$ cat src/rtl/pipe_hazard_ctrl.sv
// pipe_hazard_ctrl: stall/flush scheduler for the 5-stage pipeline, state on the falling clock edge.
// Define HAZARD_STAT_EN to add the stat_* stall/flush/mem-wait counters.
module pipe_hazard_ctrl #(
  parameter int MDU_CYCLES = 32,
  parameter int CNT_WIDTH  = 6
) (
  input  logic       clk,
  input  logic       reset,
  input  logic       idex_mem_read,
  input  logic [4:0] idex_rt_addr,
  input  logic [4:0] ifid_rs_addr,
  input  logic [4:0] ifid_rt_addr,
  input  logic       id_uses_rt,
  input  logic       id_uses_hilo,
  input  logic       id_redirect,
  input  logic       mdu_start,
  input  logic       mem_req,
  input  logic       mem_ready,
  output logic       cu_stall_pc,
  output logic       cu_stall_ifid,
  output logic       cu_flush_ifid,
  output logic       cu_stall_idex,
  output logic       cu_flush_idex,
  output logic       cu_stall_exmem,
  output logic       cu_flush_memwb,
  output logic       mdu_busy,
  output logic       mdu_done
`ifdef HAZARD_STAT_EN
  ,
  output logic [31:0] stat_stall_cycles,
  output logic [31:0] stat_flush_cnt,
  output logic [31:0] stat_mem_wait
`endif
);
  typedef enum logic {ST_RUN, ST_MDU} state_e;
  state_e               state_q, state_d;
  logic [CNT_WIDTH-1:0] cnt_q, cnt_d;
  logic                 mem_wait, load_use, mdu_hold, fe_stall;

  always_ff @(negedge clk) begin
    if (!reset) begin
      state_q <= ST_RUN;
      cnt_q   <= '0;
    end else begin
      state_q <= state_d;
      cnt_q   <= cnt_d;
    end
  end

  // The countdown ignores stalls and any re-issue while busy.
  always_comb begin
    state_d = state_q;
    cnt_d   = cnt_q;
    if (state_q == ST_RUN) begin
      state_d = mdu_start ? ST_MDU : ST_RUN;
      cnt_d   = mdu_start ? CNT_WIDTH'(MDU_CYCLES - 1) : cnt_q;
    end else begin
      state_d = (cnt_q == '0) ? ST_RUN : ST_MDU;
      cnt_d   = (cnt_q == '0) ? cnt_q : cnt_q - CNT_WIDTH'(1);
    end
  end

  always_comb begin
    mem_wait       = reset & mem_req & ~mem_ready;
    load_use       = reset & idex_mem_read & (idex_rt_addr != '0) &
                     ((idex_rt_addr == ifid_rs_addr) | (id_uses_rt & (idex_rt_addr == ifid_rt_addr)));
    mdu_busy       = reset & (state_q == ST_MDU);
    mdu_done       = mdu_busy & (cnt_q == '0);
    mdu_hold       = mdu_busy & id_uses_hilo & ~mdu_done;
    fe_stall       = mem_wait | load_use | mdu_hold;
    cu_stall_pc    = fe_stall;
    cu_stall_ifid  = fe_stall;
    cu_flush_ifid  = reset & ~fe_stall & id_redirect;
    cu_stall_idex  = mem_wait;
    cu_flush_idex  = ~mem_wait & (load_use | mdu_hold);
    cu_stall_exmem = mem_wait;
    cu_flush_memwb = mem_wait;
  end

`ifdef HAZARD_STAT_EN
  always_ff @(negedge clk) begin
    if (!reset) begin
      stat_stall_cycles <= '0;
      stat_flush_cnt    <= '0;
      stat_mem_wait     <= '0;
    end else begin
      stat_stall_cycles <= stat_stall_cycles + 32'(cu_stall_pc);
      stat_flush_cnt    <= stat_flush_cnt + 32'(cu_flush_ifid);
      stat_mem_wait     <= stat_mem_wait + 32'(mem_wait);
    end
  end
`endif
endmodule

$ cat config.mk
export PLATFORM = sky130hd
export DESIGN_NAME = pipe_hazard_ctrl
export DESIGN_NICKNAME = d
export VERILOG_FILES = /design/src/rtl/pipe_hazard_ctrl.sv
export SDC_FILE = /design/constraint.sdc
export NUM_CORES = 1
export LEC_CHECK = 0
export ABC_CLOCK_PERIOD_IN_PS = 1900
export CAP_MARGIN = 20
export CORE_MARGIN = 10
export CORE_UTILIZATION = 37
export DETAILED_ROUTE_END_ITERATION = 6
export PLACE_DENSITY_LB_ADDON = 0.15
export RECOVER_POWER = 100
export SLEW_MARGIN = 20
export SYNTH_ARGS = -nofsm -noshare
export SYNTH_HDL_FRONTEND = slang
export SYNTH_SLANG_ARGS = --single-unit
$ cat constraint.sdc
create_clock -name clk -period 1.9 [get_ports clk]
set_clock_uncertainty 0.15 [all_clocks]
set_input_delay 0.285 -clock clk [delete_from_list [all_inputs] [get_ports clk]]
set_output_delay 0.285 -clock clk [all_outputs]
set_load 0.02 [all_outputs]
# Word level (Yosys, flattened, before mapping)
# Index checks and enable logic that the tools add are counted.
# classes
addsub	1
eq_ne	3
n_mux	6
bitwise_logic	21
n_reduce_logical	4
# ops
op	count
$mux W6	3
$and A1 B1 Y1	13
$eq A5 B5 Y1	2
$logic_not A6 Y1	1
$sub A6 B1 Y6 const B	1
$reduce_bool A5 Y1	1
$not A1 Y1	4
$or A1 B1 Y1	4
$mux W1	3
$ne A2 B2 Y1 const B	1
$reduce_and A2 Y1	1
$reduce_bool A2 Y1	1
# totals
ff_bits	7
inputBits	24
word_cells	37

# Longest topological paths before layout
# logic_depth
depth_word	9
depth_mapped	6
mapped_depth_nobuf	6

==> impl_metrics.ini <==
[outcome]
status = finished with violations
violations = setup timing

[die]
io_pins = 33
start_util_pct = 38.7
dieHeight_um = 59.4
die_w_um = 59.4
core_um2 = 1490
row_count = 14
die-area_um2 = 3530

[clock_network]
numCtsBuffers = 3
tritoncts = done
clock_path_buffers = 2
cts-root-buf = clkbuf_4
path_clk_slew_ns = 0.03
h-tree-depth = 1
cts.sinks = 7
clk_latency_ns = 0.34

[power_and_ir_drop]
power_uw = 721
cellPowerDensity_nw_per_um2 = 598
p_leak_uw = 0.000515
peakVddDrop_uv = 552

[placement]
port_buffers = 32
gp_congestion = 0.733
place.detailed.hpwl_um = 1590
dp_slack_ns = -1.05
dp.cells = 131

[cells_and_area]
fillCellCount = 108
fin_nets = 157
multi_input_area_um2 = 465
post-route-util_pct = 80.9
final_cells = 146
diodes = 0
area_delta_synth_final_pct = 109
drive_above_1_share_pct = 43.8
register_area_um2 = 146

[logic_synthesis]
yosysMostFrequentCell = xnor2_1
netlist_top_cells_area = dfxtp_1, xnor2_1, a211oi_1
synth_largest_area_cell = dfxtp_1
ys_top_cells_by_count = xnor2_1, dfxtp_1, nand2_1
netlist_area_um2 = 576
ys_ff_latch = 7
synth_edf_count = 0
syn_inst = 68
ys_warn_count = 0
synth_area_per_cell_um2 = 8.46
yosys.cell_types.count = 29
yosysSeqAreaShare_pct = 24.3
syn_nets = 94
synthFlopType = dfxtp_1
synthArstFlopShare_pct = 0
synth_top_area_share_pct = 24.3

[global_routing]
grt_max_degree = 11
grt_overflow = 0
grt_pass1_wl_um = 3120
antenna_found_initial = 0
grt_use_total_pct = 11.3
first_global_vias = 703

[worst_setup_path]
regToRegSetupSlack_ns = 0.15
cp_data_required_time_ns = 1.46
worstSetupPathType = reg2out
crit_chain = nor4_4, nand2_1, nand3_2, and3_4, buf_6
startpoint_type = register
max_stage_delay_ns = 0.32
worstPathMaxFanout = 3
cp-end-kind = output pin
cp_slowest_cell = dfxtp_2
critPathArrivalTime_ns = 2.34

[routing]
wire_per_inst_um = 14.4
vias = 724
first_iter_violations = 1
vias_per_cell = 4.96
dr.pass1.iters = 4
drt_wl_total_um = 2100
ant_nets = 0
drc = 0

[sta]
finalSetupViolCount = 6
rsz0062_at_grt = yes
fin_ws_ns = -0.879
worst_pin_slew_ns = 0.400
relSlewSlack_pct = 73.3
drv_slew = 0
hold_viol = 0
finalSetupTns_ns = -4.77

[flow_run]
maxCapViolCount = 0

[worst_hold_path]
min_path_type = reg2reg
## worst paths after layout
kind | startpoint | to | cells after the start
max | cnt_q[5] | cu_flush_ifid | 5
min | cnt_q[0] | cnt_q[0] | 2
max reg2reg | cnt_q[4] | cnt_q[4] | 7
min reg2reg | cnt_q[0] | cnt_q[0] | 2
## cell type report
cell class,count,area share (%)
Clock buffer,3,1.87
Clock inverter,8,2.49
Inverter,3,0.935
Multi-Input combinational cell,54,38.6
Sequential cell,7,12.1
Tap cell,16,1.66
Timing Repair Buffer,55,42.3
## cell usage in the layout (no fill, tap or decap), types with 2 or more instances in the layout
cell type / n
nor3_1: 2
a211oi_1: 2
dfxtp_2: 5
nand3_2: 2
inv_1: 9
clkdlybuf4s50_1: 21
buf_6: 6
xnor2_1: 11
clkdlybuf4s15_2: 3
a211oi_2: 2
inv_2: 2
dfxtp_1: 2
buf_4: 21
and3_4: 2
a311oi_1: 2
a21oi_1: 2
clkbuf_4: 4
nand2_1: 6
nor2_1: 3
## stage by stage
stage	hold WS (ns)	instance area (µm²)
global route	0.439	1200
floorplan	0.309	592
detailed placement	0.408	1040
CTS	0.397	1120
finish	0.412	1200
global placement	0.390	1040
## power breakdown
group	switching, µW	total [µW]	leakage (µW)	internal, µW
Clock	105	200	0.0000564	95.2
Combinational	143	338	0.000399	195
Sequential	14.8	183	0.0000596	168
Total	262	721	0.000515	458
## per-layer routing
metal	share of wire, %	vias up	track usage [%]
met5	0	-	0
met4	1.4	0	6.56
met3	8.7	2	4.29
met2	49	24	17.5
met1	40	327	12.7
li1	-	371	-
## state kept, by name, indices dropped and copies added (netlist names)
| register | cells |
|---|---|
| cnt_q | 6 |
| state_q | 1 |
## timing repair
item | in CTS | in global routing
hold buffers | 0 | 0
resized for setup | 55 | 11
endpoints found under the setup margin | 16 | 13
pin swaps | 6 | 6
setup buffers | 2 | 5
## worst max-delay path, delay by kind of cell, from the launching register on
kind | cells | cell delay, ns
buffers and inverters | 1 | 0.11
DFF | 1 | 0.32
and+or+nand+nor | 4 | 0.65
## kinds of logic (layout without fill, tap and decap cells)
group                    count (synthesis)  count (layout)  synth area share (%)
AND/OR/NAND/NOR                         27              27                  27.4
AO/OA/AOI/OAI                           14              14                  20.7
XOR/XNOR                                11              11                  16.7
flip-flops                               7               7                  24.3
buffers and inverters                    7              69                  6.52
adder cells (fa/ha/maj)                  2               2                  4.35
Power figures use the tool's default switching activity.
